--- config.mk ---
export PLATFORM = sky130hd
export DESIGN_NAME = cdec_dp_gen_flat
export DESIGN_NICKNAME = d
export VERILOG_FILES = /design/src/rtl/cdec_dp_gen_pkg.sv /design/src/rtl/cdec_dp_gen_if.sv /design/src/rtl/cdec_mem_if.sv /design/src/rtl/cdec_dp_gen.sv /design/src/flat_wrapper.sv
export SDC_FILE = /design/constraint.sdc
export NUM_CORES = 1
export LEC_CHECK = 0
export CAP_MARGIN = 25
export CORE_MARGIN = 2
export CORE_UTILIZATION = 50
export CTS_CLUSTER_SIZE = 16
export DETAILED_ROUTE_END_ITERATION = 16
export DONT_BUFFER_PORTS = 1
export GPL_TIMING_DRIVEN = 0
export PLACE_DENSITY = 0.75
export SYNTH_ARGS = -nofsm -noshare
export SYNTH_HDL_FRONTEND = slang
export SYNTH_SLANG_ARGS = --single-unit
--- constraint.sdc ---
create_clock -name clock -period 3.7 [get_ports clock]
set_input_delay 0.74 -clock clock [delete_from_list [all_inputs] [get_ports clock]]
set_output_delay 0.74 -clock clock [all_outputs]
set_load 0.02 [all_outputs]
--- src/rtl/cdec_dp_gen_pkg.sv ---
// cdec_dp_pkg: XBUS source/destination codes, mmrw encodings, memory FSM states and debug readout addresses
package cdec_dp_pkg;
  localparam logic [3:0] XS_PC = 4'd0, XS_R = 4'd4, XS_RDR = 4'd5, XS_FLG = 4'd6, XS_ONES = 4'd7, XS_IPORT = 4'd8;
  localparam logic [3:0] XD_PC = 4'd0, XD_MAR = 4'd4, XD_WDR = 4'd5, XD_T = 4'd6, XD_I = 4'd7, XD_IO = 4'd8;
  localparam logic [1:0] MM_IDLE = 2'b00, MM_RD = 2'b10, MM_WR = 2'b01;
  localparam logic [7:0] DA_PC = 8'h00, DA_I = 8'h01, DA_T = 8'h02, DA_R = 8'h03, DA_MAR = 8'h04;
  localparam logic [7:0] DA_MRD = 8'h05, DA_RDR = 8'h06, DA_WDR = 8'h07, DA_ST = 8'h0B, DA_BUS = 8'h0C;
  localparam logic [7:0] DA_FLG = 8'h0D, DA_X = 8'h0E, DA_IPORT = 8'h0F;
  typedef enum logic [1:0] {ST_IDLE = 2'd0, ST_RD = 2'd1, ST_WR = 2'd2} state_t;
  function automatic logic [3:0] gpr_code(input int g);
    return 4'(g < 3 ? g + 1 : g + 6);
  endfunction
  function automatic logic gpr_dbg(input int g, input logic [7:0] a);
    return (g < 3 && a == 8'(8 + g)) || a == 8'(16 + g);
  endfunction
endpackage

--- src/rtl/cdec_dp_gen_if.sv ---
// cdec_dp_gen_if: req/ack memory port (master = data path: req/we/adrs/wdata/err out, rdata/ack in)
interface cdec_dp_gen_if #(parameter int DW = 8, parameter int AW = 8);
  logic mem_req, mem_we, mem_ack, mem_err;
  logic [AW-1:0] mem_adrs;
  logic [DW-1:0] mem_wdata, mem_rdata;
  modport master(output mem_req, mem_we, mem_adrs, mem_wdata, mem_err, input mem_rdata, mem_ack);
  modport slave(input mem_req, mem_we, mem_adrs, mem_wdata, mem_err, output mem_rdata, mem_ack);
endinterface

--- src/rtl/cdec_mem_if.sv ---
// cdec_mem_if: memory FSM with timeout (in: clock, reset, i_mmrw, i_mar, i_wdr; out: o_state, o_rdr, mem master port)
module cdec_mem_if
  import cdec_dp_pkg::*;
#(
  parameter int DW = 8,
  parameter int AW = 8,
  parameter int TMO = 255
) (
  input  logic          clock,
  input  logic          reset,
  input  logic [1:0]    i_mmrw,
  input  logic [AW-1:0] i_mar,
  input  logic [DW-1:0] i_wdr,
  output state_t        o_state,
  output logic [DW-1:0] o_rdr,
  cdec_dp_gen_if.master mem
);
  localparam int CW = TMO > 1 ? $clog2(TMO) : 1;
  state_t r_state;
  logic r_req, r_we, r_err;
  logic [AW-1:0] r_adrs;
  logic [DW-1:0] r_wdata, r_rdr;
  logic [CW-1:0] r_cnt;
  logic w_tmo;
  assign w_tmo = TMO > 0 && r_cnt == CW'(TMO - 1);
  assign o_state = r_state;
  assign o_rdr = r_rdr;
  assign mem.mem_req = r_req;
  assign mem.mem_we = r_we;
  assign mem.mem_adrs = r_adrs;
  assign mem.mem_wdata = r_wdata;
  assign mem.mem_err = r_err;
  always_ff @(posedge clock)
    if (reset) begin
      r_state <= ST_IDLE;
      {r_req, r_we, r_err} <= '0;
      r_adrs <= '0;
      r_wdata <= '0;
      r_rdr <= '0;
      r_cnt <= '0;
    end else if (r_state == ST_IDLE) begin
      if (i_mmrw == MM_RD || i_mmrw == MM_WR) begin
        r_state <= i_mmrw == MM_RD ? ST_RD : ST_WR;
        r_req <= 1'b1;
        r_we <= i_mmrw == MM_WR;
        r_adrs <= i_mar;
        r_wdata <= i_wdr;
        r_cnt <= '0;
      end
    end else if (mem.mem_ack || w_tmo) begin
      // ack wins over a coincident timeout; the error flag is sticky until reset
      r_state <= ST_IDLE;
      r_req <= 1'b0;
      r_we <= 1'b0;
      if (mem.mem_ack && r_state == ST_RD) r_rdr <= mem.mem_rdata;
      if (!mem.mem_ack) r_err <= 1'b1;
    end else r_cnt <= r_cnt + 1'b1;
endmodule

--- src/rtl/cdec_dp_gen.sv ---
// cdec_dp_gen: CDEC data path (in: clock, reset, ctrl, alu_result/flag, io_in, resad; out: I, SZCy, busy, alu_*, io_out, resdt; mem master port)
module cdec_dp_gen
  import cdec_dp_pkg::*;
#(
  parameter int DW = 8,
  parameter int AW = 8,
  parameter int NGPR = 3,
  parameter int TMO = 255
) (
  input  logic          clock,
  input  logic          reset,
  input  logic [16:0]   ctrl,
  output logic [DW-1:0] I,
  output logic [2:0]    SZCy,
  output logic          busy,
  output logic [DW-1:0] alu_x,
  output logic [DW-1:0] alu_y,
  output logic          alu_cy,
  output logic [4:0]    alu_op,
  input  logic [DW-1:0] alu_result,
  input  logic [2:0]    alu_flag,
  input  logic [DW-1:0] io_in,
  output logic [DW-1:0] io_out,
  input  logic [7:0]    resad,
  output logic [DW-1:0] resdt,
  cdec_dp_gen_if.master mem
);
  logic [1:0] w_mmrw;
  logic w_fwr, w_rwr;
  logic [3:0] w_xdst, w_xsrc;
  logic [DW-1:0] r_pc, r_i, r_t, r_r, r_mar, r_wdr, r_flg, r_ip0, r_ip1, r_io, r_resdt;
  logic [DW-1:0] r_gpr [NGPR];
  logic [DW-1:0] w_rdr, w_x, w_dbg;
  state_t w_state;
  assign {w_mmrw, w_fwr, w_rwr, w_xdst, alu_op, w_xsrc} = ctrl;
  assign I = r_i;
  assign SZCy = r_flg[3:1];
  assign busy = w_state != ST_IDLE;
  assign alu_x = w_x;
  assign alu_y = r_t;
  assign alu_cy = r_flg[1];
  assign io_out = r_io;
  assign resdt = r_resdt;
  cdec_mem_if #(.DW(DW), .AW(AW), .TMO(TMO)) u_mem (
    .clock(clock),
    .reset(reset),
    .i_mmrw(w_mmrw),
    .i_mar(r_mar[AW-1:0]),
    .i_wdr(r_wdr),
    .o_state(w_state),
    .o_rdr(w_rdr),
    .mem(mem)
  );
  always_comb begin
    case (w_xsrc)
      XS_PC: w_x = r_pc;
      XS_R: w_x = r_r;
      XS_RDR: w_x = w_rdr;
      XS_FLG: w_x = r_flg;
      XS_IPORT: w_x = r_ip1;
      default: w_x = '1;
    endcase
    for (int g = 0; g < NGPR; g++) if (w_xsrc == gpr_code(g)) w_x = r_gpr[g];
  end
  always_comb begin
    case (resad)
      DA_PC: w_dbg = r_pc;
      DA_I: w_dbg = r_i;
      DA_T: w_dbg = r_t;
      DA_R: w_dbg = r_r;
      DA_MAR: w_dbg = r_mar;
      DA_MRD: w_dbg = mem.mem_rdata;
      DA_RDR: w_dbg = w_rdr;
      DA_WDR: w_dbg = r_wdr;
      DA_ST: w_dbg = DW'(w_state);
      DA_BUS: w_dbg = DW'({mem.mem_err, busy, mem.mem_ack, mem.mem_req});
      DA_FLG: w_dbg = r_flg;
      DA_X: w_dbg = w_x;
      DA_IPORT: w_dbg = r_ip1;
      default: w_dbg = '1;
    endcase
    for (int g = 0; g < NGPR; g++) if (gpr_dbg(g, resad)) w_dbg = r_gpr[g];
  end
  always_ff @(posedge clock)
    if (reset) begin
      {r_pc, r_i, r_t, r_r, r_mar, r_wdr, r_flg, r_ip0, r_ip1, r_io, r_resdt} <= '0;
      for (int g = 0; g < NGPR; g++) r_gpr[g] <= '0;
    end else begin
      case (w_xdst)
        XD_PC: r_pc <= w_x;
        XD_MAR: r_mar <= w_x;
        XD_WDR: r_wdr <= w_x;
        XD_T: r_t <= w_x;
        XD_I: r_i <= w_x;
        XD_IO: r_io <= w_x;
        default: ;
      endcase
      for (int g = 0; g < NGPR; g++) if (w_xdst == gpr_code(g)) r_gpr[g] <= w_x;
      if (w_rwr) r_r <= alu_result;
      if (w_fwr) r_flg <= DW'({alu_flag, 1'b0});
      {r_ip1, r_ip0} <= {r_ip0, io_in};
      r_resdt <= w_dbg;
    end
endmodule

--- src/flat_wrapper.sv ---
// flat-port wrapper written by rule: the top's interface ports become plain ports
module cdec_dp_gen_flat import cdec_dp_pkg::*;
#(
  parameter int DW = 8,
  parameter int AW = 8,
  parameter int NGPR = 3,
  parameter int TMO = 255
)
  (clock, reset, ctrl, I, SZCy, busy, alu_x, alu_y, alu_cy, alu_op, alu_result, alu_flag, io_in, io_out, resad, resdt, mem_mem_req, mem_mem_we, mem_mem_adrs, mem_mem_wdata, mem_mem_err, mem_mem_rdata, mem_mem_ack);
  cdec_dp_gen_if #(.DW(DW), .AW(AW)) mem_i ();
  input  logic clock;
  input  logic reset;
  input  logic [16:0] ctrl;
  output logic [DW-1:0] I;
  output logic [2:0] SZCy;
  output logic busy;
  output logic [DW-1:0] alu_x;
  output logic [DW-1:0] alu_y;
  output logic alu_cy;
  output logic [4:0] alu_op;
  input  logic [DW-1:0] alu_result;
  input  logic [2:0] alu_flag;
  input  logic [DW-1:0] io_in;
  output logic [DW-1:0] io_out;
  input  logic [7:0] resad;
  output logic [DW-1:0] resdt;
  output wire logic [$bits(mem_i.mem_req)-1:0] mem_mem_req;
  output wire logic [$bits(mem_i.mem_we)-1:0] mem_mem_we;
  output wire logic [$bits(mem_i.mem_adrs)-1:0] mem_mem_adrs;
  output wire logic [$bits(mem_i.mem_wdata)-1:0] mem_mem_wdata;
  output wire logic [$bits(mem_i.mem_err)-1:0] mem_mem_err;
  input wire logic [$bits(mem_i.mem_rdata)-1:0] mem_mem_rdata;
  input wire logic [$bits(mem_i.mem_ack)-1:0] mem_mem_ack;
  assign mem_mem_req = mem_i.mem_req;
  assign mem_mem_we = mem_i.mem_we;
  assign mem_mem_adrs = mem_i.mem_adrs;
  assign mem_mem_wdata = mem_i.mem_wdata;
  assign mem_mem_err = mem_i.mem_err;
  assign mem_i.mem_rdata = mem_mem_rdata;
  assign mem_i.mem_ack = mem_mem_ack;
  cdec_dp_gen #(.DW(DW), .AW(AW), .NGPR(NGPR), .TMO(TMO)) u_core (.clock(clock), .reset(reset), .ctrl(ctrl), .I(I), .SZCy(SZCy), .busy(busy), .alu_x(alu_x), .alu_y(alu_y), .alu_cy(alu_cy), .alu_op(alu_op), .alu_result(alu_result), .alu_flag(alu_flag), .io_in(io_in), .io_out(io_out), .resad(resad), .resdt(resdt), .mem(mem_i));
endmodule
==> results of run 1 <==
metal layers:
| metal | track usage | up-vias | routed length [um] |
|---|---|---|---|
| met5 | 0 | - | 8 |
| met4 | 0.114 | 2 | 628 |
| met3 | 0.0968 | 45 | 2430 |
| met2 | 0.522 | 334 | 11100 |
| met1 | 0.430 | 2960 | 9690 |
| li1 | - | 2751 | - |
power groups by stage:
stage          clock network, W  logic, W  registers [W]
2_1_floorplan                 0  0.000317        0.00175
3_3_place_gp                  0  0.000432        0.00178
3_5_place_dp                  0  0.000439        0.00178
4_1_cts                 0.00160  0.000442        0.00175
5_1_grt                 0.00168  0.000484        0.00175
6_report                0.00160  0.000452        0.00175
how the worst min path moves through the flow:
stage | slack (ps) | cells past startpoint | end
final | 440 | 1 | u_core.r_ip1[5]
after detailed placement | 430 | 1 | u_core.r_ip1[4]
after floorplan | 410 | 1 | u_core.r_ip1[0]
after global placement | 430 | 1 | u_core.r_ip1[7]
after CTS | 440 | 1 | u_core.r_ip0[7]
after global routing | 460 | 2 | u_core.r_r[5]
logic make-up after synthesis:
logic type / count (synthesis) / synth area share
and+or+nand+nor: 235 / 0.172
AOI/OAI and AO/OA: 226 / 0.213
DFF: 144 / 0.454
buffers and inverters: 91 / 0.0589
muxes: 48 / 0.0918
adders and majority gates: 4 / 0.00727
xor gates and xnor gates: 3 / 0.00382
area by class of cell:
cell class | count | share of cell area
flip-flops and latches | 144 | 0.407
inverters | 29 | 0.0142
repair buffers | 2 | 0.00130
clock inverters | 13 | 0.0135
multi-input cells | 516 | 0.439
well taps | 176 | 0.0287
clock buffers | 19 | 0.0577
plain buffers | 62 | 0.0387
worst max-delay path, stage by stage:
cell	delay, ps
sky130_fd_sc_hd__buf_4	150
sky130_fd_sc_hd__buf_2	280
sky130_fd_sc_hd__mux2i_1	380
sky130_fd_sc_hd__nor2_1	70
sky130_fd_sc_hd__a221oi_1	440
sky130_fd_sc_hd__a2bb2oi_4	450
sky130_fd_sc_hd__inv_1	220
sequential cells by signal, summed over array words and instances (netlist names):
name                        cells
u_core.r_r                      8
u_core.io_out                   8
u_core.r_gpr                   24
u_core.r_ip0                    8
u_core.u_mem.mem.mem_wdata      8
u_core.r_flg                    3
u_core.u_mem.mem.mem_req        1
u_core.resdt                    8
u_core.u_mem.mem.mem_we         1
u_core.alu_y                    8
u_core.I                        8
u_core.u_mem.o_rdr              8
u_core.u_mem.o_state            2
u_core.r_mar                    8
u_core.r_ip1                    8
u_core.u_mem.mem.mem_adrs       8
u_core.u_mem.r_cnt              8
u_core.u_mem.mem.mem_err        1
u_core.r_wdr                    8
u_core.r_pc                     8
cell usage in the layout, fill, tap and decap left out, drive strengths merged, types with 5 or more instances in the layout:
cell type and instances:
dfxtp 120, nor2 72, a21oi 71, nand2 61
o21ai 57, clkbuf 53, inv 32, buf 30
mux2i 26, nor2b 24, edfxtp 24, a211oi 18
o22ai 17, nand2b 16, mux2 11, nand3 11
mux4 11, a31oi 10, nor3 8, clkinv 8
a22oi 7, and3 6, o2bb2ai 5, nor4 5
and2 5, or3 5, a221oi 5, a2bb2oi 5
through the flow:
stage	worst slack, ps	hold WS [ps]	cells	power (W)	instance area [sq um]
final	221	439	961	0.00380	7670
after global routing	146	456	961	0.00391	7670
after CTS	129	437	961	0.00379	7660
after detailed placement	134	430	929	0.00222	7110
after global placement	114	427	927	0.00221	7100
after floorplan	859	414	751	0.00207	6880
Yosys cell counts, drive strengths merged (3+ instances only):
library cell | instances | area, sq um
a221oi | 5 | 50.0
o2bb2ai | 5 | 43.8
o22a | 3 | 26.3
nand2b | 16 | 100
or2 | 3 | 18.8
ha | 4 | 50.1
a21oi | 71 | 359
or3 | 5 | 31.3
nor4 | 5 | 31.3
o22ai | 17 | 113
nand4 | 3 | 18.8
inv | 28 | 105
a211oi | 18 | 148
and3 | 6 | 37.5
mux4 | 11 | 248
a31oi | 10 | 62.6
nor3 | 8 | 50.1
a2bb2oi | 5 | 73.8
edfxtp | 24 | 721
xnor2 | 3 | 26.3
o221ai | 3 | 26.3
clkbuf | 34 | 130
and2 | 5 | 31.3
nand3 | 11 | 55.1
nor2 | 72 | 275
buf | 28 | 166
o21ai | 57 | 285
o211ai | 3 | 22.5
dfxtp | 120 | 2400
a22o | 3 | 26.3
nor3b | 4 | 35.0
a22oi | 7 | 52.6
nor2b | 24 | 150
mux2i | 26 | 260
mux2 | 11 | 124
nand2 | 61 | 229
==> parameters.txt, run 1 <==
Parameter                              Value

Critical path
  Worst-case reg-to-reg path depth ... 4
  Endpoint arrival time on the critical path ... about 2700 ps
  R2R Path Start ... u_core.r_flg[3]
  Crit Path Max Fanout ... 10
  Capturing element type of the critical path ... output pin
  Critical Path Source Type ... input pin
  Critical path data required time ... between 2000 and 3000 ps
  Worst r2r dst ... u_core.r_gpr[0][3]
  Worst setup path class ... input pin to output pin
  Launching element of the worst setup path ... ctrl[0]
  Setup slack on the worst flop-to-flop path ... approximately 1400 ps
  End point of the critical path ... alu_x[0]

Power and ir drop
  Seq pwr share ... 0.459
  Sw frac ... 0.292
  Fraction of power consumed by combinational cells ... 0.119
  Switching component of the power ... 0.00111 W
  Static Leak ... approximately 2.8 nW
  Largest voltage drop on the vdd net ... approximately 0.31 mV
  Share of total power in the clock network ... 0.422
  Power density normalized to cell area ... between 400 and 500 mW/mm^2
  Cell-internal power ... around 0.0027 W

Yosys
  Mapped Avg Cell Area ... about 9 sq um
  Ys flop type ... sky130_fd_sc_hd__dfxtp_1
  Sequential-to-total area share from yosys stat ... 0.454
  Count of flip-flops with a built-in enable after synthesis ... 24
  Flip-flop and latch count after synthesis ... roughly 140
  Warnings from Yosys ... 0
  Synthesized netlist cell count ... approximately 750
  Async set-reset flop share out of synthesis ... 0
  Synthesized cell area ... 0.00688 sq mm
  Synth unique cells ... roughly 80
  Post-synthesis net count ... 810

Drt
  Total number of vias ... 6,092
  Routed WL ... approximately 24,000 um
  Detailed Route Iter0 Violations ... ~530
  Mean number of vias per cell ... 6.34
  DRC violations left ... 0
  Remaining antenna violation count after routing ... 0
  Wire length per cell ... 24.8 um
  DRT Pass-1 Iters ... 5

CTS
  Post-CTS clock slew at the launch and capture registers of the worst setup and hold paths ... 60 ps
  Post-CTS setup-driven buffer insertion count ... 0
  Maximum clock insertion buffer count ... 2
  Number of clock sinks seen by CTS ... 144
  Quantity of gates resized following cts ... 0
  Maximum level of the CTS H-tree ... 4
  Number of buffers added to fix hold violations after cts ... 0
  CTS buffer count ... 17
  Clock insertion delay at the later pin of the skew report ... 430 ps
  Clock tree root driver cell ... sky130_fd_sc_hd__clkbuf_16
  Clock tree from TritonCTS ... built

Cells and area
  Footprint of the multi-input gates ... 0.00337 sq mm
  # nets final ... 831
  Register area ... ~0.0031 sq mm
  Utilization after layout ... 0.575
  Filler Cells Inserted ... about 1,200
  Antenna diode instance count ... 0
  Area Overhead vs Synth ... 11.5%
  Fraction of final layout cells with drive strength greater than 1 ... 0.131

Global routing
  Pin count of the biggest net entering global routing ... 17
  Antenna violations before repair ... 2
  Wire length of the first global-routing pass ... 35,500 um
  All-Layer GR Usage ... 0.330
  Overflow left after global routing ... 0
  Number of global-route vias before repair ... between 5,000 and 6,000

STA
  Time the final worst path needs with I/O delays and setup ... roughly 3500 ps
  Max Clock Skew ... 11.8 ps
  Maximum achievable frequency ... approximately 290 MHz
  Total negative slack ... 0 ps
  Fin. Hold Viols ... 0
  Worst-margin pin slew ... 855 ps
  Final setup violation count ... 0
  Slew Limit Headroom ... 0.422
  Final number of max-transition violations ... 0
  RSZ-0062 raised after global routing ... false
  Period Utilization, post-route ... 0.940

Status
  Run status ... finished clean

Die
  Count of standard-cell rows ... 42
  Total core area ... around 0.013 sq mm
  Floorplan die width ... about 120 um
  Area of the die ... 0.0147 sq mm
  Number of placed I/O pins ... 124
  Chip height ... 121 um
  Initial standard-cell utilization of the core ... 0.516

Place
  GPL Wtd Cong ... ~0.94
  Dpl hpwl ... roughly 18,000 um
  Port buffer count ... 0

Flow run
  Max-capacitance violation count ... 0

Hold path
  Start point of the worst hold path ... u_core.r_ip0[5]
  Hold Path Class ... flip-flop to flip-flop
(Power assumes the default switching activity.)
==> run 2: changes to the inputs <==
- SETUP_SLACK_MARGIN: unset -> 0.5
==> run 2 against run 1 <==
Sequential share of layout area fell by 0.54 points. Cell count rose by 0.73%. Global-route usage rose by 0.63 points. Critical path depth did not move. Worst hold slack barely moved. Final area rose by 1.3%. Clock skew rose by 4.8 ps. Clock-buffer cell count did not move. Fmax rose by 12%. Critical endpoint is now alu_x[1].
==> parameters.txt, run 2 (synthesis gave the netlist of run 1 again) <==
Parameter                              Value

Global routing
  Overflow left after global routing ... 0 (unchanged)
  Pin count of the biggest net entering global routing ... 17 (unchanged)
  Number of global-route vias before repair ... 5,960 (+0.79%)
  Wire length of the first global-routing pass ... 36,100 um (+1.6%)
  Antenna violations before repair ... 2 (unchanged)
  All-Layer GR Usage ... 0.336 (+0.00631)

Critical path
  Endpoint arrival time on the critical path ... 2380 ps (-360 ps)
  Crit Path Max Fanout ... 10 (unchanged)
  Crit-path cells ... buf_2 > clkbuf_1 > nor4_1 > a221oi_1 > a221oi_2 > a2bb2oi_4 > inv_1
  Critical Path Source Type ... input pin
  Critical path's top delay family ... compound AO/OA/AOI/OAI gates
  WP buf/inv ... 3 (unchanged)
  Critical-path cell with the highest stage delay ... sky130_fd_sc_hd__nor4_1
  Capturing element type of the critical path ... output pin
  Worst setup path class ... input pin to output pin
  Critical path data required time ... 2960 ps (about the same)
  Maximum cell stage delay along the critical path ... 350 ps (-100 ps)

Drt
  DRT Pass-1 Iters ... 5 (unchanged)
  Mean number of vias per cell ... 6.30 (-0.69%)
  Remaining antenna violation count after routing ... 0 (unchanged)
  Routed WL ... 24,300 um (+1.8%)
  Met2 wire len ... 11,300 um (+1.9%)
  DRC violations left ... 0 (unchanged)
  Highest signal layer in the routed design ... met5
  WL met1 ... 9940 um (+2.6%)
  Total number of vias ... 6,094 (+0.033%)
  Wire length per cell ... 25.1 um (+1.1%)
  Routed length on met3 ... 2260 um (-7.1%)
  Detailed Route Iter0 Violations ... 577 (+9.7%)

Place
  Port buffer count ... 0 (unchanged)
  Cell area after placement ... 0.00711 sq mm (unchanged)
  Dpl hpwl ... 17,800 um (unchanged)
  Total instance count after detailed placement ... 929 (unchanged)
  GPL Wtd Cong ... 0.940 (unchanged)

CTS
  Maximum clock insertion buffer count ... 2 (unchanged)
  Number of clock sinks seen by CTS ... 144 (unchanged)
  Number of buffers added to fix hold violations after cts ... 0 (unchanged)
  CTS buffer count ... 17 (unchanged)
  Clock insertion delay at the later pin of the skew report ... 440 ps (about the same)
  Clock tree root driver cell ... sky130_fd_sc_hd__clkbuf_16
  Maximum level of the CTS H-tree ... 4 (unchanged)
  Post-CTS clock slew at the launch and capture registers of the worst setup and hold paths ... 60 ps (about the same)
  Clock tree from TritonCTS ... built

STA
  Worst-margin pin slew ... 876 ps (+20.8 ps)
  Time the final worst path needs with I/O delays and setup ... 3120 ps (-360 ps)
  Final number of max-transition violations ... 0 (unchanged)
  Fin. Hold Viols ... 0 (unchanged)
  Period Utilization, post-route ... 0.843 (-0.0974)
  RSZ-0062 raised after global routing ... false
  Maximum achievable frequency ... 321 MHz (+12%)
  Slew Limit Headroom ... 0.413 (-0.00837)
  Max Clock Skew ... 16.6 ps (+4.79 ps)
  Final setup violation count ... 0 (unchanged)
  Final-layout worst hold slack ... 439 ps (-0.168 ps)
  Total negative slack ... 0 ps (unchanged)

Power and ir drop
  Sw frac ... 0.293 (+0.00151)
  Static Leak ... 2.89 nW (+1.7%)
  Largest voltage drop on the vdd net ... 0.317 mV (+1.3%)
  Power density normalized to cell area ... 493 mW/mm^2 (-0.65%)
  Total power ... 0.00383 W (+0.68%)
  Switching component of the power ... 0.00112 W (+1.2%)
  Cell-internal power ... 0.00271 W (+0.47%)
  Fraction of power consumed by combinational cells ... 0.125 (+0.006)
  Seq pwr share ... 0.456 (-0.003)
  Share of total power in the clock network ... 0.419 (-0.003)

Cells and area
  Filler Cells Inserted ... 1,222 (-0.97%)
  Area Overhead vs Synth ... 12.9%
  Commonest non-fill, non-tap cells in the layout ... sky130_fd_sc_hd__dfxtp_1 (120), sky130_fd_sc_hd__a21oi_1 (70), sky130_fd_sc_hd__nor2_1 (70)
  Total non-filler cell area in the finished layout ... 0.00777 sq mm (+1.3%)
  Antenna diode instance count ... 0 (unchanged)
  # nets final ... 838 (+0.84%)
  Final Instance Count excl. Fillers ... 968 (+0.73%)
  Most flop-heavy register ... u_core.r_gpr
  Flip-flop count of the largest register after layout ... 24 (unchanged)
  Fraction of final layout cells with drive strength greater than 1 ... 0.140 (+0.00894)
  Most common cell after layout, fill and taps aside ... sky130_fd_sc_hd__dfxtp_1

Die
  Count of standard-cell rows ... 42 (unchanged)
  Total core area ... 0.0133 sq mm (unchanged)
  Area of the die ... 0.0147 sq mm (unchanged)
  Floorplan die width ... 121 um (unchanged)
  Chip height ... 121 um (unchanged)
  Number of placed I/O pins ... 124 (unchanged)
  Initial standard-cell utilization of the core ... 0.516 (unchanged)

Hold path
  Hold Path Class ... flip-flop to flip-flop

Status
  Run status ... finished clean

Flow run
  Max-capacitance violation count ... 0 (unchanged)
-- run 2: layer usage --
metal,global-route usage,up-vias
met5,0,-
met4,0.122,2
met3,0.0898,53
met2,0.534,303
met1,0.440,2972
li1,-,2764
-- run 2: timing repair --
action / CTS / global route
setup buffers: 6 / 1
gates resized for setup: 5 / 3
hold endpoints to repair: 0 / 0
setup endpoints to repair: 6 / 4
pin swaps: 4 / 0
-- run 2: final cells by class --
class	instances	area, sq um	area share
Timing Repair Buffer	9	62.6	0.00805
Clock buffer	19	443	0.0570
Buffer	62	297	0.0381
Tap cell	176	220	0.0283
Multi-Input combinational cell	516	3420	0.439
Inverter	29	109	0.0140
Sequential cell	144	3120	0.402
Clock inverter	13	104	0.0134
-- run 2: power by group through the flow --
| stage | Sequential (W) | Combinational (W) | Clock [W] |
|---|---|---|---|
| floorplan | 0.00175 | 0.000317 | 0 |
| global route | 0.00175 | 0.000508 | 0.00168 |
| global placement | 0.00178 | 0.000432 | 0 |
| finish | 0.00175 | 0.000477 | 0.00160 |
| CTS | 0.00175 | 0.000464 | 0.00160 |
| detailed placement | 0.00178 | 0.000439 | 0 |
-- run 2: worst reg2reg max path, delay by kind of cell, from the launching register on --
family,cells,cell delay (ps)
buffers and inverters,1,250
DFF,1,460
muxes,1,340
and+or+nand+nor,1,100
AOI/OAI and AO/OA,2,640
-- run 2: final timing paths --
| check | slack [ps] | startpoint | cells after the start | endpoint |
|---|---|---|---|---|
| setup / recovery | 580 | ctrl[3] | 7 | alu_x[1] |
| hold / removal | 440 | u_core.r_ip0[5] | 1 | u_core.r_ip1[5] |
| setup reg to reg | 1630 | u_core.r_flg[1] | 5 | u_core.r_gpr[0][9] |
| hold reg to reg | 440 | u_core.r_ip0[5] | 1 | u_core.r_ip1[5] |
-- run 2: through the flow --
| step | worst slack (ps) | utilization |
|---|---|---|
| floorplan | 859 | - |
| global placement | 114 | 0.532 |
| detailed placement | 134 | 0.533 |
| CTS | 411 | 0.581 |
| global route | 524 | 0.582 |
| finish | 581 | 0.582 |
